==> config.mk <==
export PLATFORM = sky130hd
export DESIGN_NAME = multicycle_ctrl_fsm
export DESIGN_NICKNAME = d
export VERILOG_FILES = /design/src/rtl/riscv_ctrl_pkg.sv /design/src/rtl/mem_wait_timer.sv /design/src/rtl/multicycle_ctrl_fsm.sv
export SDC_FILE = /design/constraint.sdc
export NUM_CORES = 1
export LEC_CHECK = 0
export ABC_AREA = 1
export BUFFER_PORTS_ARGS = -buffer_cell sky130_fd_sc_hd__buf_2
export CORE_AREA = 3 3 54 56
export CTS_BUF_LIST = sky130_fd_sc_hd__clkbuf_2
export CTS_CLUSTER_DIAMETER = 80
export CTS_CLUSTER_SIZE = 24
export DETAILED_ROUTE_END_ITERATION = 8
export DIE_AREA = 0 0 57 59
export MAX_ROUTING_LAYER = met4
export PLACE_DENSITY_LB_ADDON = 0.2
export SLEW_MARGIN = 20
export SYNTH_ARGS = -nofsm -noshare
export SYNTH_HDL_FRONTEND = slang
export SYNTH_SLANG_ARGS = --single-unit
export TNS_END_PERCENT = 100
==> constraint.sdc <==
create_clock -name i_clk -period 1.45 [get_ports i_clk]
set_clock_uncertainty 0.15 [all_clocks]
set_input_delay 0 -clock i_clk [delete_from_list [all_inputs] [get_ports i_clk]]
set_output_delay 0 -clock i_clk [all_outputs]
set_load 0.005 [all_outputs]
==> src/rtl/riscv_ctrl_pkg.sv <==
// Shared definitions for the RV32I multi-cycle control path: opcodes, FSM states, PC select values.
package riscv_ctrl_pkg;

  localparam logic [6:0] OP_R      = 7'b0110011;
  localparam logic [6:0] OP_I      = 7'b0010011;
  localparam logic [6:0] OP_LOAD   = 7'b0000011;
  localparam logic [6:0] OP_STORE  = 7'b0100011;
  localparam logic [6:0] OP_BRANCH = 7'b1100011;
  localparam logic [6:0] OP_LUI    = 7'b0110111;
  localparam logic [6:0] OP_AUIPC  = 7'b0010111;
  localparam logic [6:0] OP_JAL    = 7'b1101111;

  localparam logic PC_SEL_SEQ = 1'b0;
  localparam logic PC_SEL_TGT = 1'b1;

  typedef enum logic [2:0] {
    ST_FETCH  = 3'd0,
    ST_DECODE = 3'd1,
    ST_EXEC   = 3'd2,
    ST_MEM    = 3'd3,
    ST_WB     = 3'd4,
    ST_HALT   = 3'd5,
    ST_FAULT  = 3'd6
  } state_t;

  function automatic logic is_legal_op(input logic [6:0] op);
    case (op)
      OP_R, OP_I, OP_LOAD, OP_STORE, OP_BRANCH, OP_LUI, OP_AUIPC, OP_JAL: return 1'b1;
      default: return 1'b0;
    endcase
  endfunction

endpackage

==> src/rtl/mem_wait_timer.sv <==
// Wait-state counter shared by instruction fetch and data access; flags a timeout
// once LIMIT wait cycles have elapsed without ready.
module mem_wait_timer #(
  parameter int LIMIT = 255,
  parameter int W     = 8
) (
  input  logic i_clk,
  input  logic i_rst,
  input  logic i_clear,
  input  logic i_count_en,
  input  logic i_ready,
  output logic o_expired
);

  logic [W-1:0] r_cnt;
  logic         w_at_limit;

  assign w_at_limit = (r_cnt == W'(LIMIT));
  assign o_expired  = w_at_limit && !i_ready;

  // Saturates at LIMIT so a held timeout never wraps back to a small count.
  always_ff @(posedge i_clk) begin
    if (i_rst) begin
      r_cnt <= '0;
    end else if (i_clear) begin
      r_cnt <= '0;
    end else if (i_count_en && !w_at_limit) begin
      r_cnt <= r_cnt + W'(1);
    end
  end

endmodule

==> src/rtl/multicycle_ctrl_fsm.sv <==
// Multi-cycle sequencer for the RV32I datapath: FETCH/DECODE/EXEC/MEM/WB timing strobes,
// memory request handshakes with wait-state timeout, and halt/fault control.
module multicycle_ctrl_fsm
  import riscv_ctrl_pkg::*;
#(
  parameter int MEM_TIMEOUT = 255,
  localparam int TO_W = $clog2(MEM_TIMEOUT + 1)
) (
  input  logic       i_clk,
  input  logic       i_rst,
  input  logic [6:0] i_opcode,
  input  logic       i_branch_taken,
  input  logic       i_if_ready,
  input  logic       i_dm_ready,
  input  logic       i_halt,
  output logic       o_if_req,
  output logic       o_ir_we,
  output logic       o_pc_we,
  output logic       o_pc_sel,
  output logic       o_rf_we,
  output logic       o_dm_req,
  output logic       o_dm_we,
  output logic       o_retire,
  output logic       o_illegal_instr,
  output logic       o_bus_err,
  output logic       o_halted
);

  state_t r_state;
  state_t w_next;

  logic w_if_req, w_ir_we, w_pc_we, w_pc_sel, w_rf_we, w_dm_req, w_dm_we;
  logic w_retire, w_illegal, w_bus_err, w_halted;
  logic w_req, w_ready, w_expired;

  // Only the FETCH and MEM states hold a request open; every other state keeps the timer cleared.
  assign w_req   = (r_state == ST_FETCH) || (r_state == ST_MEM);
  assign w_ready = ((r_state == ST_FETCH) && i_if_ready) || ((r_state == ST_MEM) && i_dm_ready);

  mem_wait_timer #(
    .LIMIT (MEM_TIMEOUT),
    .W     (TO_W)
  ) u_timer (
    .i_clk      (i_clk),
    .i_rst      (i_rst),
    .i_clear    (!w_req || w_ready),
    .i_count_en (w_req && !w_ready),
    .i_ready    (w_ready),
    .o_expired  (w_expired)
  );

  always_ff @(posedge i_clk) begin
    if (i_rst) r_state <= ST_FETCH;
    else       r_state <= w_next;
  end

  always_comb begin
    w_next    = r_state;
    w_if_req  = 1'b0;
    w_ir_we   = 1'b0;
    w_pc_we   = 1'b0;
    w_pc_sel  = PC_SEL_SEQ;
    w_rf_we   = 1'b0;
    w_dm_req  = 1'b0;
    w_dm_we   = 1'b0;
    w_retire  = 1'b0;
    w_illegal = 1'b0;
    w_bus_err = 1'b0;
    w_halted  = 1'b0;
    case (r_state)
      ST_FETCH: begin
        w_if_req = 1'b1;
        if (i_if_ready) begin
          w_ir_we = 1'b1;
          w_pc_we = 1'b1;
          w_next  = ST_DECODE;
        end else if (w_expired) begin
          w_bus_err = 1'b1;
          w_next    = ST_FAULT;
        end
      end
      ST_DECODE: begin
        if (is_legal_op(i_opcode)) begin
          w_next = ST_EXEC;
        end else begin
          w_illegal = 1'b1;
          w_next    = ST_FETCH;
        end
      end
      ST_EXEC: begin
        case (i_opcode)
          OP_BRANCH: begin
            w_pc_we  = i_branch_taken;
            w_pc_sel = PC_SEL_TGT;
            w_retire = 1'b1;
            w_next   = i_halt ? ST_HALT : ST_FETCH;
          end
          OP_JAL: begin
            w_pc_we  = 1'b1;
            w_pc_sel = PC_SEL_TGT;
            w_next   = ST_WB;
          end
          OP_LOAD, OP_STORE: w_next = ST_MEM;
          default:           w_next = ST_WB;
        endcase
      end
      ST_MEM: begin
        w_dm_req = 1'b1;
        w_dm_we  = (i_opcode == OP_STORE);
        if (i_dm_ready) begin
          if (i_opcode == OP_STORE) begin
            w_retire = 1'b1;
            w_next   = i_halt ? ST_HALT : ST_FETCH;
          end else begin
            w_next = ST_WB;
          end
        end else if (w_expired) begin
          w_bus_err = 1'b1;
          w_next    = ST_FAULT;
        end
      end
      ST_WB: begin
        w_rf_we  = 1'b1;
        w_retire = 1'b1;
        w_next   = i_halt ? ST_HALT : ST_FETCH;
      end
      ST_HALT: begin
        w_halted = 1'b1;
        if (!i_halt) w_next = ST_FETCH;
      end
      ST_FAULT: w_halted = 1'b1;
      default:  w_next = ST_FETCH;
    endcase
  end

  // Reset gates every output in the same cycle so an open request is dropped immediately.
  assign o_if_req        = w_if_req  & ~i_rst;
  assign o_ir_we         = w_ir_we   & ~i_rst;
  assign o_pc_we         = w_pc_we   & ~i_rst;
  assign o_pc_sel        = w_pc_sel  & ~i_rst;
  assign o_rf_we         = w_rf_we   & ~i_rst;
  assign o_dm_req        = w_dm_req  & ~i_rst;
  assign o_dm_we         = w_dm_we   & ~i_rst;
  assign o_retire        = w_retire  & ~i_rst;
  assign o_illegal_instr = w_illegal & ~i_rst;
  assign o_bus_err       = w_bus_err & ~i_rst;
  assign o_halted        = w_halted  & ~i_rst;

endmodule

==> results of run 1 <==
==> report_power, final <==
part           switching [uW]  leakage, uW  internal [uW]
combinational            81.9     0.000539           66.7
clock                     109    0.0000166           73.2
sequential               7.88    0.0000918            305
==> routing by layer <==
| metal | vias to the layer above | part of all wire [%] |
|---|---|---|
| li1 | 600 | - |
| met5 | - | 0 |
| met3 | 2 | 4.5 |
| met2 | 21 | 51 |
| met4 | 0 | 0.55 |
| met1 | 524 | 44 |
==> final timing paths <==
| check | slack (ns) | to | cells after the start |
|---|---|---|---|
| worst max register to register | -0.09 | u_timer.r_cnt[3] | 8 |
| worst min-delay path | 0.12 | r_state[0] | 7 |
| worst max-delay path | -0.09 | u_timer.r_cnt[3] | 8 |
| worst min register to register | 0.34 | u_timer.r_cnt[6] | 2 |
==> layout by cell type (no fill, tap or decap), types with 4 or more instances in the layout <==
master	n
a21oi_1	7
nand4_1	5
buf_2	23
nand2_1	38
nor2_1	22
buf_4	19
inv_1	24
dfxtp_1	6
clkbuf_2	4
nand3_1	10
o21ai_0	4
nand2_2	4
==> through the flow <==
| step | total power, uW | TNS [ns] |
|---|---|---|
| final | 644 | -0.577 |
| after global routing | 681 | -2.11 |
| after CTS | 629 | -0.172 |
| after detailed placement | 439 | -0.200 |
| after global placement | 437 | -0.0753 |
| after floorplan | 388 | 0 |
==> critical path, stage by stage (launching register included) <==
cell	delay [ns]
dfxtp_2	0.38
inv_4	0.06
buf_4	0.13
nand3b_1	0.10
nand2_2	0.08
buf_12	0.13
nand2_1	0.17
buf_4	0.19
a21oi_1	0.04
==> synth_stat cells (3+ instances only) <==
cell type,number
nand3_1,12
o21ai_0,6
nand2_1,41
nand4_1,5
a21oi_1,9
nor3_1,5
nor2_1,24
dfxtp_1,11
inv_1,26
nor4_1,3
==> final cells by class <==
class | count | area, sq um
Inverter | 28 | 118
Timing Repair Buffer | 45 | 298
Tap cell | 30 | 37.5
Multi-Input combinational cell | 117 | 649
Clock buffer | 4 | 20.0
Fill cell | 250 | 1120
Sequential cell | 11 | 231
==> state kept, by name, summed over array words and instances (netlist names) <==
name           cells
r_state            3
u_timer.r_cnt      8
==> cell families (layout without fill, tap and decap cells) <==
| family | Yosys count | count (layout) | synth area share [%] |
|---|---|---|---|
| AND/OR/NAND/NOR | 97 | 97 | 49.0 |
| adder cells (fa/ha/maj) | 1 | 1 | 1.36 |
| AO/OA/AOI/OAI | 17 | 17 | 9.52 |
| flip-flops | 11 | 11 | 23.9 |
| XOR/XNOR | 2 | 2 | 1.91 |
| buffers and inverters | 31 | 77 | 14.3 |
==> what timing repair did <==
action / CTS / global route
endpoints found under the hold margin: 3 / 0
resized for setup: 22 / 12
setup buffers: 6 / 1
hold buffers: 2 / 0
setup endpoints to repair: 18 / 18
pin swaps: 10 / 3
==> results.yml, run 1 <==
power:
  p_per_area_nw_per_um2: 475
  cellLeakagePower_uw: 0.000647
  max-vdd-ir-drop_mv: 0.489
worst_hold_path:
  hold_class: "in2reg"
  hold_start: "i_if_ready"
status:
  outcome: "complete, but fails checks"
  violations: "setup timing"
synth:
  ys_seq_area_share_pct: 23.9
  ys_types: 24
  synth-async-reset-ratio_pct: 0
  yosysWarnings: 0
  synth_area_leaders: "dfxtp_1 (24%), nand2_1 (17%), inv_1 (11%)"
  avgSynthCellArea_sq_um: 5.78
  syn_nets: 173
  postSynthCellCount: 159
  yosys.area.top_type_share_pct: 23.9
  ys_ff_latch: 11
  synth_edf_count: 0
  synthFlopType: "dfxtp_1"
  syn_area_sq_um: 920
  synth_top_area_cell: "dfxtp_1"
sta:
  worst_slew_pin_slew_ns: 0.268
  drv_slew: 0
  rsz0062_at_grt: "yes"
  fin_crit_ns: 1.54
  finalWorstSetupSlack_ns: -0.0945
  hold_violations: 0
  max-slew-margin-rel_pct: 82.0
  fin_crit_sh_pct: 107
  worst_hold_slack_ns: 0.120
  fmax_ghz: 0.647
  setup_viol: 10
grt:
  grt_use_met3_pct: 5.01
  grt_pass1_wl_mm: 4.27
  grtUsageTotal_pct: 16.3
  grt_max_degree: 14
  use_met2_pct: 28.5
  gr-usage-met1_pct: 18.2
  grt-busiest-layer: "met2"
  grt_overflow_total: 0
  first_global_vias: 1079
  antenna_found_initial: 0
routing:
  detailroute.via_count: 1147
  dr.pass1.iters: 4
  drtIter0Drc: 15
  viasPerCell: 4.88
  wl_per_cell_microns: 10.9
  drc: 0
  finalWirelength_mm: 2.57
  antenna_left: 0
worst_setup_path:
  critPathLaunch: "r_state[2]"
  rr_startpoint: "r_state[2]"
  crit_required_ns: 1.46
  cp-start-kind: "register"
  path_class: "reg2reg"
  crit_arrival_ns: 1.55
  endpoint_kind: "register"
  crit_fanout: 6
run:
  maxCapViolCount: 0
place:
  placed_cells: 223
  place_congestion: 0.827
  dpl-instance-area_sq_um: 1150
  place_hpwl_mm: 1.95
  place_ws_ns: -0.0447
  port_buffers: 23
floorplan:
  die_h_microns: 59
  core_sq_um: 2480
  die_area_sq_um: 3360
  io_pins: 24
  initial_core_util_pct: 37.1
  rows: 18
  die_x_microns: 57
clock_network:
  clkSlewWorstSetupHoldPaths_ns: 0.12
  clockBufferDepth: 2
  htree_levels: 1
  cts_made_buffers: 3
  cts-root-buf: "clkbuf_2"
  clock-sinks: 11
  insertion_delay_ns: 0.26
  cts_tree: "yes"
layout:
  stdcell_area_sq_um: 1350
  final_nets: 220
  finish.utilization_pct: 54.6
  finalNonFillerCells: 235
  drive_gt1_share_pct: 36.6
  antenna_cells: 0
  syn2layout_area_growth_pct: 47.2
Note: power is estimated with default switching activity, not from simulation.
==> inputs of run 2 (changes only) <==
--- a/config.mk
+++ b/config.mk
@@ -6,13 +6,15 @@
 export NUM_CORES = 1
 export LEC_CHECK = 0
 export ABC_AREA = 1
-export BUFFER_PORTS_ARGS = -buffer_cell sky130_fd_sc_hd__buf_2
-export CORE_AREA = 3 3 54 56
+export BUFFER_PORTS_ARGS = -buffer_cell sky130_fd_sc_hd__clkbuf_2
+export CELL_PAD_IN_SITES_DETAIL_PLACEMENT = 1
+export CELL_PAD_IN_SITES_GLOBAL_PLACEMENT = 1
+export CORE_AREA = 3 3 58 60
 export CTS_BUF_LIST = sky130_fd_sc_hd__clkbuf_2
 export CTS_CLUSTER_DIAMETER = 80
 export CTS_CLUSTER_SIZE = 24
 export DETAILED_ROUTE_END_ITERATION = 8
-export DIE_AREA = 0 0 57 59
+export DIE_AREA = 0 0 61 63
 export MAX_ROUTING_LAYER = met4
 export PLACE_DENSITY_LB_ADDON = 0.2
 export SLEW_MARGIN = 20
==> run 2 against run 1 <==
  * The flow still finishes with violations (setup timing)
  * Wire length increased by 25%
  * Die area increased by 14%
  * First-iteration DRC count grew to 3.3 times the previous value
==> results.yml, run 2 (synthesis results as in run 1) <==
place:
  port_buffers: 23
  dpl-instance-area_sq_um: 1180
  placed_cells: 230
  place_hpwl_mm: 2.49
  place_congestion: 0.805
power:
  swShare_pct: 31.7
  fin_total_pwr_uw: 643
  p_sw_uw: 204
  clkPwrFrac_pct: 28.6
  intPower_uw: 440
  p_seq_share_pct: 48.7
  combPwrFrac_pct: 22.7
  p_per_area_nw_per_um2: 454
  max-vdd-ir-drop_mv: 0.329
  cellLeakagePower_uw: 0.000697
grt:
  antenna_found_initial: 0
  grt_max_degree: 13
  grtUsageTotal_pct: 18.4
  grt_pass1_wl_mm: 5.33
  first_global_vias: 1224
  grt_overflow_total: 0
layout:
  syn2layout_area_growth_pct: 54.1
  drive_gt1_share_pct: 39.4
  layout_commonest_cell: "nand2_1"
  largest_register_ffs: 8
  stdcell_area_sq_um: 1420
  largest_registers: "u_timer.r_cnt: 8 flops, r_state: 3 flops"
  top_register: "u_timer.r_cnt"
  fill_cells: 421
  antenna_cells: 0
  layout_common_cells: "nand2_1 (39), buf_4 (27), inv_1 (24), clkbuf_2 (24), nor2_1 (19)"
  final_nets: 228
  finalNonFillerCells: 246
sta:
  hold_violations: 0
  drv_slew: 0
  fmax_ghz: 0.605
  max-slew-margin-rel_pct: 80.3
  setup_viol: 16
  finalWorstSetupSlack_ns: -0.203
  worst_slew_pin_slew_ns: 0.295
  fin_crit_ns: 1.65
  rsz0062_at_grt: "yes"
  fin_crit_sh_pct: 114
routing:
  wl_met3_microns: 79
  wl_met1_mm: 1.33
  viasPerCell: 4.76
  drc: 0
  dr.pass1.iters: 4
  drtIter0Drc: 49
  wl_per_cell_microns: 13.0
  wl_met2_mm: 1.78
  antenna_left: 0
  highest_layer: "met4"
  detailroute.via_count: 1171
  finalWirelength_mm: 3.21
worst_setup_path:
  cp-start-kind: "register"
  cp_common_cell: "nor2_4"
  crit_fanout: 3
  crit_arrival_ns: 1.50
  max_stage_delay_ns: 0.38
  endpoint_kind: "primary output"
  path_class: "reg2out"
  worst_path_max_delay_cell: "dfxtp_2"
  path_cells: "ha_4, inv_2, nor2_4, nand2_4, nor2_4, nand2_2, buf_6, nor2_4, clkbuf_2"
  crit_required_ns: 1.30
run:
  maxCapViolCount: 0
clock_network:
  clkSlewWorstSetupHoldPaths_ns: 0.12
  insertion_delay_ns: 0.26
  htree_levels: 1
  cts_tree: "yes"
  clockBufferDepth: 2
  cts_made_buffers: 3
  clock-sinks: 11
  cts-root-buf: "clkbuf_2"
floorplan:
  die_h_microns: 63
  die_area_sq_um: 3840
  rows: 20
  io_pins: 24
  die_x_microns: 61
  initial_core_util_pct: 30.9
  core_sq_um: 2980
status:
  outcome: "complete, but fails checks"
  violations: "setup timing"
worst_hold_path:
  hold_class: "in2reg"
==> run 2: changes by cell type in the layout (fill, tap and decap cells not counted), moves of 3 or more <==
cell / previous run / this run
buf_2: 23 / 3
clkbuf_2: 4 / 24
buf_4: 19 / 27
inv_2: 0 / 3
nor2_1: 22 / 19
==> run 2: final cells by class <==
class                   count  area [sq um]  share of cell area [%]
well taps                  33          41.3                    2.91
inverters                  28           108                    7.59
multi-input cells         117           667                    47.0
flip-flops and latches     11           231                    16.3
repair buffers             53           350                    24.7
clock buffers               4          20.0                    1.41
==> run 2: per-layer routing <==
layer / up-vias / GRT usage (%)
met5: - / -
met4: 0 / 3.25
met3: 4 / 3.72
met2: 17 / 33.2
met1: 535 / 20.5
li1: 615 / -
==> run 2: repair_timing <==
item,CTS,global route
setup endpoints to repair,21,18
buffers inserted,7,4
gates resized for setup,30,9
hold buffers,1,0
cloned,0,0
endpoints found under the hold margin,2,0
pin swaps,9,7
==> run 2: worst paths after layout <==
path | slack [ns] | startpoint | cells past startpoint | endpoint
worst min-delay path | 0.05 | i_halt | 5 | r_state[0]
worst min register to register | 0.34 | u_timer.r_cnt[6] | 2 | u_timer.r_cnt[6]
worst max-delay path | -0.20 | u_timer.r_cnt[1] | 9 | o_bus_err
worst max register to register | -0.09 | u_timer.r_cnt[1] | 10 | u_timer.r_cnt[6]
==> run 2: power by group through the flow <==
stage | Sequential (uW) | Clock (uW) | Combinational [uW]
CTS | 313 | 193 | 141
detailed placement | 320 | 0 | 128
finish | 313 | 184 | 146
global route | 314 | 207 | 163
floorplan | 315 | 0 | 73.1
global placement | 320 | 0 | 123
==> run 2: through the flow <==
| step | utilization (%) | hold slack [ns] | setup slack, ns | setup TNS, ns |
|---|---|---|---|---|
| 2_1_floorplan | - | -0.115 | 0.00772 | 0 |
| 3_3_place_gp | 39.8 | 0.163 | -0.0710 | -0.177 |
| 3_5_place_dp | 39.8 | 0.175 | -0.192 | -1.16 |
| 4_1_cts | 45.7 | 0.0124 | -0.197 | -0.378 |
| 5_1_grt | 47.6 | 0.0606 | -0.290 | -2.73 |
| 6_report | 47.6 | 0.0549 | -0.203 | -0.960 |
==> run 2: critical path: cells and delay by family (launching register included) <==
kind                     cells  cell delay, ns
buffers and inverters        3            0.28
adder cells (fa/ha/maj)      1            0.14
flip-flops                   1            0.38
AND/OR/NAND/NOR              5            0.44
==> inputs of run 3 (changes only) <==
--- a/config.mk
+++ b/config.mk
@@ -9,12 +9,12 @@
 export BUFFER_PORTS_ARGS = -buffer_cell sky130_fd_sc_hd__clkbuf_2
 export CELL_PAD_IN_SITES_DETAIL_PLACEMENT = 1
 export CELL_PAD_IN_SITES_GLOBAL_PLACEMENT = 1
-export CORE_AREA = 3 3 58 60
+export CORE_AREA = 3 3 56 63
 export CTS_BUF_LIST = sky130_fd_sc_hd__clkbuf_2
 export CTS_CLUSTER_DIAMETER = 80
 export CTS_CLUSTER_SIZE = 24
 export DETAILED_ROUTE_END_ITERATION = 8
-export DIE_AREA = 0 0 61 63
+export DIE_AREA = 0 0 59 66
 export MAX_ROUTING_LAYER = met4
 export PLACE_DENSITY_LB_ADDON = 0.2
 export SLEW_MARGIN = 20
==> run 3 against run 2 <==
  * First-iteration DRC count down 45%
  * Via count up 7.6%
  * Sequential power about the same
  * Utilization up 6.3 points
  * Sequential cell count unchanged
  * Power up 9.8%
  * Die area up 1.3%
  * The run still ends with setup timing left
  * Setup slack better by 0.023 ns
  * Count of clock-buffer cells in the layout unchanged
  * Global-route usage up 0.090 points
  * Clock power up 5%
  * Non-clock buffer count up 2
  * Critical endpoint unchanged
==> results.yml, run 3 (synthesis results as in run 1) <==
sta:
  max-slew-margin-rel_pct: 80.4
  fmax_ghz: 0.614
  fin_crit_ns: 1.63
  finalWorstSetupSlack_ns: -0.179
  setup-tns-final_ns: -1.26
  hold_violations: 0
  fin_crit_sh_pct: 112
  setup_viol: 18
  worst_slew_pin_slew_ns: 0.291
  drv_slew: 0
  rsz0062_at_grt: "yes"
worst_setup_path:
  worst_path_max_delay_cell: "dfxtp_4"
  crit_fanout: 2
  crit_required_ns: 1.30
  critPathLaunch: "u_timer.r_cnt[0]"
  max_stage_delay_ns: 0.38
  path_class: "reg2out"
  rr_startpoint: "u_timer.r_cnt[0]"
  cp_common_cell: "nand2_2"
  path_cells: "ha_4, inv_2, nor2_4, nand2_2, nor2_2, nand2_2, buf_4, nor2_1, buf_2"
  crit_arrival_ns: 1.48
  endpoint_kind: "primary output"
  cp-start-kind: "register"
layout:
  finalNonFillerCells: 250
  finish.utilization_pct: 53.9
  fill_cells: 399
  final_nets: 231
  largest_register_ffs: 8
  layout_commonest_cell: "nand2_1"
  top_register: "u_timer.r_cnt"
  antenna_cells: 0
  largest_registers: "u_timer.r_cnt: 8 flops, r_state: 3 flops"
  drive_gt1_share_pct: 53.2
  syn2layout_area_growth_pct: 75.5
  layout_common_cells: "nand2_1 (26), clkbuf_2 (24), buf_4 (24)"
power:
  p_sw_uw: 241
  cellLeakagePower_uw: 0.000782
  max-vdd-ir-drop_mv: 0.286
  p_per_area_nw_per_um2: 437
  p_seq_share_pct: 43.9
  swShare_pct: 34.2
  clkPwrFrac_pct: 27.4
  combPwrFrac_pct: 28.7
  intPower_uw: 465
clock_network:
  insertion_delay_ns: 0.27
  clkSlewWorstSetupHoldPaths_ns: 0.14
  clock-sinks: 11
  cts_tree: "yes"
  cts-root-buf: "clkbuf_2"
  cts_made_buffers: 3
  clockBufferDepth: 2
  htree_levels: 1
place:
  place_congestion: 0.816
  place_hpwl_mm: 2.38
  placed_cells: 230
  port_buffers: 23
floorplan:
  die_h_microns: 66
  die_area_sq_um: 3890
  core_sq_um: 3000
  die_x_microns: 59
  rows: 21
  io_pins: 24
  initial_core_util_pct: 30.7
grt:
  antenna_found_initial: 0
  grt_max_degree: 13
  first_global_vias: 1303
  grt_use_met3_pct: 1.17
  gr-usage-met1_pct: 18.5
  grt_pass1_wl_mm: 5.49
  grt-busiest-layer: "met2"
  use_met2_pct: 37.4
  grtUsageTotal_pct: 18.5
  grt_overflow_total: 0
routing:
  drc: 0
  detailroute.via_count: 1260
  wl_per_cell_microns: 15.0
  antenna_left: 0
  viasPerCell: 5.04
  drtIter0Drc: 27
  finalWirelength_mm: 3.74
  dr.pass1.iters: 4
status:
  outcome: "complete, but fails checks"
  violations: "setup timing"
worst_hold_path:
  hold_class: "in2reg"
  hold_start: "i_halt"
run:
  maxCapViolCount: 0
-- run 3: changes by cell type in the layout (fill, tap and decap cells not counted), moves of 3 or more --
| cell | change |
|---|---|
| buf_6 | +4 |
| buf_4 | -3 |
| a21oi_2 | +4 |
| nand2_2 | +10 |
| nand2_1 | -13 |
| inv_1 | -3 |
| a21oi_1 | -4 |
-- run 3: worst max-delay path, delay by kind of cell (launching register included) --
| family | cells | cell delay (ns) |
|---|---|---|
| and+or+nand+nor | 5 | 0.40 |
| adders and majority gates | 1 | 0.13 |
| DFF | 1 | 0.38 |
| buffers and inverters | 3 | 0.31 |
-- run 3: what timing repair did --
item	4_1_cts	5_1_grt
endpoints found under the hold margin	2	0
buffers inserted	9	6
pin swaps	12	18
hold buffers	1	0
gates cloned	1	0
endpoints found under the setup margin	21	21
gates resized for setup	35	52
-- run 3: layout make-up --
cell class	count	area, sq um	share of cell area (%)
Inverter	28	130	8.06
Timing Repair Buffer	55	393	24.3
Tap cell	34	42.5	2.64
Multi-Input combinational cell	118	790	48.9
Sequential cell	11	239	14.8
Clock buffer	4	20.0	1.24
-- run 3: path summary, 6_finish.rpt --
kind              depth (start not counted)                to  slack (ns)
hold reg to reg                           2  u_timer.r_cnt[6]        0.34
hold / removal                            5        r_state[0]        0.04
setup reg to reg                          9        r_state[0]       -0.12
setup / recovery                          9         o_bus_err       -0.18
-- run 3: through the flow --
stage / total power (uW) / setup WS [ns] / hold slack [ns] / area, sq um
floorplan: 388 / 0.00772 / -0.115 / 920
global placement: 439 / -0.109 / 0.161 / 1180
detailed placement: 445 / -0.118 / 0.182 / 1180
CTS: 677 / -0.144 / 0.0353 / 1420
global route: 739 / -0.236 / 0.101 / 1610
finish: 706 / -0.179 / 0.0394 / 1610
-- run 3: power groups by stage --
stage | clock network [uW] | registers, uW | logic [uW]
2_1_floorplan | 0 | 315 | 73.1
3_3_place_gp | 0 | 319 | 119
3_5_place_dp | 0 | 320 | 124
4_1_cts | 192 | 312 | 174
5_1_grt | 208 | 311 | 220
6_report | 193 | 310 | 203
-- run 3: metal layers --
| metal | share of wire (%) | vias up | wire length, microns |
|---|---|---|---|
| li1 | - | 621 | - |
| met1 | 36 | 590 | 1350 |
| met2 | 58 | 33 | 2170 |
| met3 | 2.3 | 16 | 87 |
| met4 | 3.5 | 0 | 132 |
| met5 | 0 | - | 0 |
